File: config.mk
export PLATFORM = sky130hd
export DESIGN_NAME = mem_bus_arbiter
export DESIGN_NICKNAME = d
export VERILOG_FILES = /design/src/rtl/mem_bus_arbiter.sv
export SDC_FILE = /design/constraint.sdc
export NUM_CORES = 1
export LEC_CHECK = 0
export CORE_MARGIN = 1
export CORE_UTILIZATION = 39
export CTS_BUF_LIST = sky130_fd_sc_hd__clkbuf_8
export CTS_CLUSTER_SIZE = 10
export DETAILED_ROUTE_END_ITERATION = 8
export PLACE_DENSITY_LB_ADDON = 0.2
export SLEW_MARGIN = 30
export SYNTH_ARGS = -nofsm -noshare
export SYNTH_HDL_FRONTEND = slang
export SYNTH_SLANG_ARGS = --single-unit
File: constraint.sdc
create_clock -name clk -period 1.56 [get_ports clk]
set_input_delay 0.156 -clock clk [delete_from_list [all_inputs] [get_ports clk]]
set_output_delay 0.156 -clock clk [all_outputs]
set_load 0.01 [all_outputs]
File: src/rtl/mem_bus_arbiter.sv
// Purpose : shares one single-port memory between CPU and DMA requesters, round-robin, one access in flight.
// Latency : gnt 1 cycle after the sampling edge; done 2 cycles after (write/error) or 2+RD_LAT cycles after (read).
// Backpr. : requests are only sampled in IDLE; a requester holds req/operands until gnt, requests seen while busy are ignored.
//
// Ports:
//   clk, reset          : clock, asynchronous active-low reset
//   cpu_* / dma_*       : req/rw/addr/wdata in; gnt/done/err pulses and rdata out (rw: 1=read, 0=write)
//   mem_addr/rw/dout    : registered memory-side Address/RW/Din
//   mem_din             : memory read data (valid RD_LAT cycles after the issue cycle)
//   *_gnt_cnt, err_cnt  : saturating 8-bit performance counters, present only with ARB_PERF_CNT_EN defined
//
// Build option: define ARB_PERF_CNT_EN to add the grant and error counters.

module mem_bus_arbiter #(
    parameter int N          = 16,
    parameter int AW         = 16,
    parameter int ADDR_LIMIT = 4096,
    parameter int RD_LAT     = 1      // 1..7, counted by a 3-bit counter
) (
    input  logic          clk,
    input  logic          reset,

    input  logic          cpu_req,
    input  logic          cpu_rw,
    input  logic [AW-1:0] cpu_addr,
    input  logic [N-1:0]  cpu_wdata,
    output logic          cpu_gnt,
    output logic          cpu_done,
    output logic          cpu_err,
    output logic [N-1:0]  cpu_rdata,

    input  logic          dma_req,
    input  logic          dma_rw,
    input  logic [AW-1:0] dma_addr,
    input  logic [N-1:0]  dma_wdata,
    output logic          dma_gnt,
    output logic          dma_done,
    output logic          dma_err,
    output logic [N-1:0]  dma_rdata,

    output logic [AW-1:0] mem_addr,
    output logic          mem_rw,
    output logic [N-1:0]  mem_dout,
    input  logic [N-1:0]  mem_din
`ifdef ARB_PERF_CNT_EN
    ,
    output logic [7:0]    cpu_gnt_cnt,
    output logic [7:0]    dma_gnt_cnt,
    output logic [7:0]    err_cnt
`endif
);

    typedef enum logic [1:0] {IDLE, ISSUE, WAIT_RD, RESP} state_t;

    localparam logic OWN_CPU = 1'b0;
    localparam logic OWN_DMA = 1'b1;

    // Extra MSB so a limit equal to 2**AW (nothing illegal) still compares correctly.
    localparam logic [AW:0] LIMIT_EXT = (AW+1)'(ADDR_LIMIT);
    localparam logic [2:0]  RD_LAST   = 3'(RD_LAT - 1);

    state_t state;
    logic   owner;
    logic   last_owner;
    logic   rw_q;        // requested direction (mem_rw is forced to read on errors)
    logic   err_q;
    logic [2:0] rd_cnt;

    // Round-robin: on contention the requester that did not win last time goes first.
    logic          win_cpu, win_dma;
    logic [AW-1:0] sel_addr;
    logic [N-1:0]  sel_wdata;
    logic          sel_rw;
    logic          sel_oor;

    always_comb begin
        win_cpu   = cpu_req && (!dma_req || (last_owner == OWN_DMA));
        win_dma   = dma_req && !win_cpu;
        sel_addr  = win_dma ? dma_addr  : cpu_addr;
        sel_wdata = win_dma ? dma_wdata : cpu_wdata;
        sel_rw    = win_dma ? dma_rw    : cpu_rw;
        sel_oor   = ({1'b0, sel_addr} >= LIMIT_EXT);
    end

    always_ff @(posedge clk or negedge reset) begin
        if (!reset) begin
            state      <= IDLE;
            owner      <= OWN_CPU;
            last_owner <= OWN_DMA;   // makes the CPU win the first contended request
            rw_q       <= 1'b1;
            err_q      <= 1'b0;
            rd_cnt     <= 3'd0;
            cpu_gnt    <= 1'b0;
            dma_gnt    <= 1'b0;
            cpu_done   <= 1'b0;
            dma_done   <= 1'b0;
            cpu_err    <= 1'b0;
            dma_err    <= 1'b0;
            cpu_rdata  <= '0;
            dma_rdata  <= '0;
            mem_addr   <= '0;
            mem_rw     <= 1'b1;
            mem_dout   <= '0;
        end else begin
            // gnt/done/err are single-cycle pulses
            cpu_gnt  <= 1'b0;
            dma_gnt  <= 1'b0;
            cpu_done <= 1'b0;
            dma_done <= 1'b0;
            cpu_err  <= 1'b0;
            dma_err  <= 1'b0;

            case (state)
                IDLE: begin
                    mem_rw <= 1'b1;
                    if (win_cpu || win_dma) begin
                        owner      <= win_dma;
                        last_owner <= win_dma;
                        cpu_gnt    <= win_cpu;
                        dma_gnt    <= win_dma;
                        mem_addr   <= sel_addr;
                        mem_dout   <= sel_wdata;
                        rw_q       <= sel_rw;
                        err_q      <= sel_oor;
                        // an illegal address must never reach memory as a write
                        mem_rw     <= sel_rw | sel_oor;
                        state      <= ISSUE;
                    end
                end

                ISSUE: begin
                    mem_rw <= 1'b1;   // write strobe lasts exactly the issue cycle
                    if (rw_q && !err_q) begin
                        rd_cnt <= 3'd0;
                        state  <= WAIT_RD;
                    end else begin
                        // write or error: respond straight away; errored reads clear rdata
                        if (owner == OWN_DMA) begin
                            dma_done <= 1'b1;
                            dma_err  <= err_q;
                            if (rw_q) dma_rdata <= '0;
                        end else begin
                            cpu_done <= 1'b1;
                            cpu_err  <= err_q;
                            if (rw_q) cpu_rdata <= '0;
                        end
                        state <= RESP;
                    end
                end

                WAIT_RD: begin
                    if (rd_cnt == RD_LAST) begin
                        if (owner == OWN_DMA) begin
                            dma_rdata <= mem_din;
                            dma_done  <= 1'b1;
                        end else begin
                            cpu_rdata <= mem_din;
                            cpu_done  <= 1'b1;
                        end
                        state <= RESP;
                    end else begin
                        rd_cnt <= rd_cnt + 3'd1;
                    end
                end

                RESP: begin
                    mem_rw <= 1'b1;
                    state  <= IDLE;
                end

                default: begin
                    mem_rw <= 1'b1;
                    state  <= IDLE;
                end
            endcase
        end
    end

`ifdef ARB_PERF_CNT_EN
    // Counters follow the registered pulses, so they lag the visible gnt/done by one cycle.
    always_ff @(posedge clk or negedge reset) begin
        if (!reset) begin
            cpu_gnt_cnt <= 8'd0;
            dma_gnt_cnt <= 8'd0;
            err_cnt     <= 8'd0;
        end else begin
            if (cpu_gnt && (cpu_gnt_cnt != 8'hFF))
                cpu_gnt_cnt <= cpu_gnt_cnt + 8'd1;
            if (dma_gnt && (dma_gnt_cnt != 8'hFF))
                dma_gnt_cnt <= dma_gnt_cnt + 8'd1;
            if (((cpu_done && cpu_err) || (dma_done && dma_err)) && (err_cnt != 8'hFF))
                err_cnt <= err_cnt + 8'd1;
        end
    end
`endif

endmodule

==> out/metrics.cfg, run 1 <==
[cts]
clk_latency_ns = 0.34
root_buffer = clkbuf_8
clock_path_buffers = 2
clkTransAtPathRegs_ns = 0.09
cts_tree = done
clock_sinks = 80
cts_buffers = 9
htreeDepth = 3

[sta]
fin_hold_ws_ns = 0.274
fin_crit_sh_pct = 105
fin_crit_ns = 1.64
setup_viol = 32
slew_headroom_pct = 75.0
grt_setup_unrepaired = true
slew_viol_final = 0
setup_slack_ns = -0.0780
clock.fmax_mhz = 611
finClkSkew_ns = 0.0134
worst_pin_slew_ns = 0.376
hold_viol = 0

[logic_synthesis]
yosysSeqAreaShare_pct = 56.0
synth-seq-cells = 80
yosys.area.top_type = dfrtp_1
synth.most_common_cell = nand2_1
avgSynthCellArea_um2 = 10.4
synth_common_cells = nand2_1 (92), dfrtp_1 (77), o21ai_0 (37)
yosys_warnings = 0
synth_top_area_share_pct = 53.8
synthTopCellsByArea = dfrtp_1 (54%), nand2_1 (9.6%), mux2i_1 (8.9%), o21ai_0 (5.2%), o21ai_2 (3.4%)
netlist_area_um2 = 3580
synth_edf_count = 0
synthCells = 345
syn-num-nets = 438
async_flop_share_pct = 100
synth_top_flop_cell = dfrtp_1
synth_cell_type_count = 37

[critical_path]
slowest_delay_ns = 0.49
endpoint_kind = register
cp.required_ns = 1.78
critical_path_buf_inv_count = 2
critical-path-top-delay-family = compound AO/OA/AOI/OAI gates
crit_type = reg -> reg
cp_max_fo = 8
cp_slowest_cell = a221o_2
startpoint_type = register
crit_arrival_ns = 1.86
crit_chain = inv_2, ha_4, nand2b_4, a221o_2, clkbuf_16, nand2_2, o21ai_2

[placement]
place_hpwl_mm = 6.95
globalplace.congestion = 0.784
io_buffers = 156
post-place-ws_ns = -0.0826

[power]
power_density_nw_per_um2 = 1770
peakVddDrop_mv = 0.663
power_mw = 10.9
leakagePower_nw = 2.73

[layout]
drive_gt1_share_pct = 23.8
nets = 629
area_delta_synth_final_pct = 72.0
fillers = 672
multi_input_area_um2 = 1640
n_antenna_cell = 0
seq_area_um2 = 2010

[drt]
drt_first_pass_iters = 6
wl_per_cell_um = 15.6
ant_nets = 0
drcViolationCount = 18
vias_per_cell = 4.89
vias = 3176
wirelength_mm = 10.1
drt_iter0_markers = 112

[floorplan]
core_um2 = 8810
die_y_um = 97.8
io_pins = 157
start_util_pct = 40.7
rows = 34
die_area_um2 = 9570
dieWidth_um = 97.8

[grt]
grt_pass1_vias = 3193
grt_overflow = 0
grt_start_max_net_pins = 37
grt_usage_pct = 19.8
grt_antenna_before_repair = 0
grt_pass1_wl_mm = 15.0

[run_status]
status = complete, but fails checks
violations = design-rule violations, negative setup slack

[hold_path]
min_path_type = in -> async

[run]
drv_cap = 0

layout by cell type, fill, tap and decap left out, types with 2 or more instances in the layout:
cell type / Yosys / layout
dfstp_2: 3 / 3
o21ai_0: 37 / 34
buf_4: 3 / 27
clkbuf_8: 0 / 10
dfrtp_1: 77 / 75
clkinv_4: 0 / 3
nand2_2: 0 / 13
nand2_1: 92 / 67
nor4_1: 2 / 2
nor2_1: 6 / 6
clkdlybuf4s50_1: 0 / 154
dfrtp_2: 0 / 2
inv_2: 0 / 4
buf_12: 0 / 9
nand2_4: 0 / 12
a221o_2: 0 / 2
o21ai_1: 20 / 13
buf_6: 7 / 4
ha_4: 0 / 4
nand2b_4: 1 / 2
clkbuf_16: 0 / 4
o21ai_2: 14 / 23
inv_1: 9 / 5
bufinv_16: 0 / 3
ha_1: 7 / 3
nor2b_1: 3 / 3
mux2i_1: 32 / 32
and3_1: 2 / 2
logic make-up after synthesis:
kind of cell             after synthesis  share of synthesized area, %
flip-flops                            80                          56.0
buffers and inverters                 29                          5.00
AO/OA/AOI/OAI                         84                          14.5
AND/OR/NAND/NOR                      113                          13.1
adder cells (fa/ha/maj)                7                          2.45
multiplexers                          32                          8.94
path summary, 6_finish.rpt:
kind                             startpoint            end  slack (ns)  cells past startpoint
worst min register to register       mem_rw         mem_rw        0.48                      2
min in group clk                mem_din[11]  dma_rdata[11]        0.39                      3
worst min-delay path                  reset   dma_rdata[8]        0.27                      2
worst max register to register    rd_cnt[0]  cpu_rdata[15]       -0.08                      7
max in group asynchronous             reset    mem_dout[6]        0.66                      3
worst max-delay path              rd_cnt[0]  cpu_rdata[15]       -0.08                      7
sequential cells by signal, indices dropped and copies added (netlist names):
register	count
cpu_done	1
cpu_err	1
cpu_gnt	1
cpu_rdata	16
dma_done	1
dma_err	1
dma_gnt	1
dma_rdata	16
err_q	1
last_owner	1
mem_addr	16
mem_dout	16
mem_rw	1
owner	1
rd_cnt	3
rw_q	1
state	2
area by class of cell:
class | instances | share of cell area [%]
Timing Repair Buffer | 200 | 33.9
Sequential cell | 80 | 32.6
Multi-Input combinational cell | 236 | 26.6
Clock buffer | 10 | 2.23
Tap cell | 108 | 2.19
Clock inverter | 6 | 1.89
Inverter | 9 | 0.548
report_power, final:
| part | internal [mW] | switching, mW |
|---|---|---|
| Combinational | 3.01 | 2.63 |
| Clock | 1.12 | 0.758 |
| Sequential | 2.89 | 0.515 |
| Total | 7.01 | 3.91 |
timing repair:
item                       4_1_cts  5_1_grt
buffers inserted                 0        4
setup endpoints to repair       33       34
hold buffers                     1        0
gates cloned                     0        6
gates resized for setup          4       44
pin swaps                        0       27
hold endpoints to repair        26        0
layer usage:
metal	global-route usage (%)	wire (um)	vias to the layer above	part of all wire, %
met1	24.3	4180	1524	41
met2	33.8	5310	93	52
met3	5.30	519	6	5.1
li1	-	-	1553	-
met5	0	0	-	0
met4	6.76	113	0	1.1
metrics by stage:
| stage | utilization (%) | instances | cell area (um2) | TNS (ns) |
|---|---|---|---|---|
| final | 69.9 | 649 | 6160 | -1.70 |
| after global routing | 69.9 | 649 | 6160 | -3.26 |
| after CTS | 66.5 | 640 | 5860 | -0.135 |
| after detailed placement | 63.4 | 623 | 5580 | -1.23 |
| after global placement | 63.4 | 623 | 5580 | -0.0920 |
| after floorplan | - | 345 | 3650 | -0.917 |
Power figures use the tool's default switching activity.
==> run 2, diff against run 1 <==
==> constraint.sdc (replaced) <==
create_clock -name clk -period 1.56 [get_ports clk]
set_input_delay 0.156 -clock clk [delete_from_list [all_inputs] [get_ports clk]]
set_output_delay 0.156 -clock clk [all_outputs]
set_load 0.1 [all_outputs]
==> run 2 against run 1 <==
Against the previous run:
- the flow still finishes with violations (design-rule violations, negative setup slack)
- via count hardly changed
- final area up 6.8%
- sequential share of layout area shrank 2.1 points
- register-to-register slack improved by 0.06 ns
- clock skew decreased by 0.0055 ns
- critical path depth stayed put
- sequential cell count unchanged
- die area stayed put
- setup slack better by 0.062 ns
- fmax increased by 3.9%
- count of clock-buffer cells in the layout unchanged
- highest routed layer unchanged
==> out/metrics.cfg, run 2 (synthesized netlist as in run 1, its figures left out) <==
[sta]
setup_viol = 11  ; was 32
slew_headroom_pct = 66.9  ; was 75.0%
fin_crit_sh_pct = 101  ; was 105%
slew_viol_final = 0  ; unchanged
fin_crit_ns = 1.58  ; was 1.64 ns
setup_slack_ns = -0.0159  ; was -0.0780 ns
worst_pin_slew_ns = 0.496  ; was 0.376 ns
grt_setup_unrepaired = true  ; unchanged
finClkSkew_ns = 0.00792  ; was 0.0134 ns
clock.fmax_mhz = 635  ; was 611 MHz
hold_viol = 0  ; unchanged

[drt]
drcViolationCount = 18  ; unchanged
vias = 3177  ; was 3176
drt_first_pass_iters = 6  ; unchanged
wl_per_cell_um = 15.6  ; about the same
wirelength_mm = 9.99  ; was 10.1 mm
vias_per_cell = 4.97  ; was 4.89
ant_nets = 0  ; unchanged
drt_iter0_markers = 85  ; was 112

[run_status]
status = complete, but fails checks  ; unchanged
violations = design-rule violations, negative setup slack  ; unchanged

[cts]
clock_sinks = 80  ; unchanged
clkTransAtPathRegs_ns = 0.09  ; about the same
clock_path_buffers = 2  ; unchanged
htreeDepth = 3  ; unchanged
root_buffer = clkbuf_8  ; unchanged
cts_buffers = 9  ; unchanged
clk_latency_ns = 0.35  ; was 0.34 ns
cts_tree = done  ; unchanged

[placement]
io_buffers = 156  ; unchanged
post-place-ws_ns = -0.114  ; was -0.0826 ns
place_hpwl_mm = 7.55  ; was 6.95 mm
globalplace.congestion = 0.812  ; was 0.784

[layout]
nets = 619  ; was 629
mostFrequentLayoutCells = clkdlybuf4s50_1 (84), nand2_1 (80), buf_12 (78), dfrtp_1 (75), mux2i_1 (32)  ; was clkdlybuf4s50_1 (154), dfrtp_1 (75), nand2_1 (67), o21ai_0 (34), mux2i_1 (32)
area_delta_synth_final_pct = 83.7  ; was 72.0%
n_antenna_cell = 0  ; unchanged
layout.cells.most_common = clkdlybuf4s50_1  ; unchanged
fin_util_pct = 74.7  ; was 69.9%
drive_gt1_share_pct = 31.6  ; was 23.8%

[floorplan]
die_area_um2 = 9570  ; unchanged
core_um2 = 8810  ; unchanged
io_pins = 157  ; unchanged
rows = 34  ; unchanged
start_util_pct = 40.7  ; unchanged
dieWidth_um = 97.8  ; unchanged
die_y_um = 97.8  ; unchanged

[critical_path]
slowest_delay_ns = 0.44  ; was 0.49 ns
critical-path-top-delay-family = flip-flops  ; was compound AO/OA/AOI/OAI gates
endpoint_kind = register  ; unchanged
startpoint_type = register  ; unchanged
crit_arrival_ns = 1.81  ; was 1.86 ns
crit_chain = inv_2, ha_4, nand2b_4, a221o_1, buf_12, nand2_1, o21ai_1  ; was inv_2, ha_4, nand2b_4, a221o_2, clkbuf_16, nand2_2, o21ai_2
cp.required_ns = 1.80  ; was 1.78 ns
cp_slowest_cell = dfrtp_2  ; was a221o_2
crit_type = reg -> reg  ; unchanged
cp_max_fo = 32  ; was 8
critical_path_buf_inv_count = 2  ; unchanged

[grt]
grt_pass1_wl_mm = 16.4  ; was 15.0 mm
grt_overflow = 0  ; unchanged
grt_antenna_before_repair = 0  ; unchanged
grt_pass1_vias = 3402  ; was 3193
grt_usage_pct = 22.0  ; was 19.8%
grt_start_max_net_pins = 51  ; was 37

[run]
drv_cap = 0  ; unchanged

[hold_path]
min_path_type = in -> async  ; unchanged

==> run 2: cell types whose count changed in the layout (fill, tap and decap cells not counted), moves of 6 or more <==
cell / delta
nand2_4: -12
clkdlybuf4s50_1: -70
o21ai_2: -8
o21ai_0: -6
o21ai_1: +14
buf_12: +69
nand2_1: +13
==> run 2: worst paths after layout <==
path                                  from       endpoint  slack, ns  cells after the start
worst max-delay path              state[0]   cpu_rdata[7]      -0.02                      7
worst min-delay path                 reset   dma_rdata[9]       0.33                      2
min in group clk                mem_din[8]   dma_rdata[8]       0.38                      3
max in group asynchronous            reset  dma_rdata[12]       0.71                      3
worst max register to register    state[0]   cpu_rdata[7]      -0.02                      7
worst min register to register        rw_q           rw_q       0.50                      2
==> run 2: timing repair <==
item,CTS,global route
endpoints found under the hold margin,30,0
setup endpoints to repair,33,35
hold buffers,1,0
gates resized for setup,8,11
buffers inserted,3,1
pin swaps,3,2
==> run 2: layout make-up <==
type | instances | area [um2]
clock buffers | 10 | 138
multi-input cells | 236 | 1530
repair buffers | 190 | 2620
well taps | 108 | 135
fillers | 570 | 2230
inverters | 9 | 33.8
clock inverters | 6 | 116
flip-flops and latches | 80 | 2010
==> run 2: per-layer routing <==
metal	vias to the layer above	track usage (%)	routed length, um
li1	1530	-	-
met5	-	0	0
met4	0	11.8	339
met1	1503	24.9	3840
met2	114	38.1	5140
met3	30	5.51	668
==> run 2: metrics by stage <==
stage / setup TNS (ns) / hold WS [ns] / cells / cell area (um2)
3_3_place_gp: -0.0534 / 0.148 / 618 / 6230
6_report: -0.0611 / 0.326 / 639 / 6580
3_5_place_dp: -1.58 / 0.154 / 618 / 6230
4_1_cts: -0.0244 / 0.324 / 638 / 6560
5_1_grt: -2.32 / 0.355 / 639 / 6580
2_1_floorplan: -1.61 / -0.140 / 345 / 3650
Power of run 2 is not shown: default switching activity piles up to over one toggle a cycle in this logic, so the estimate is an artifact.
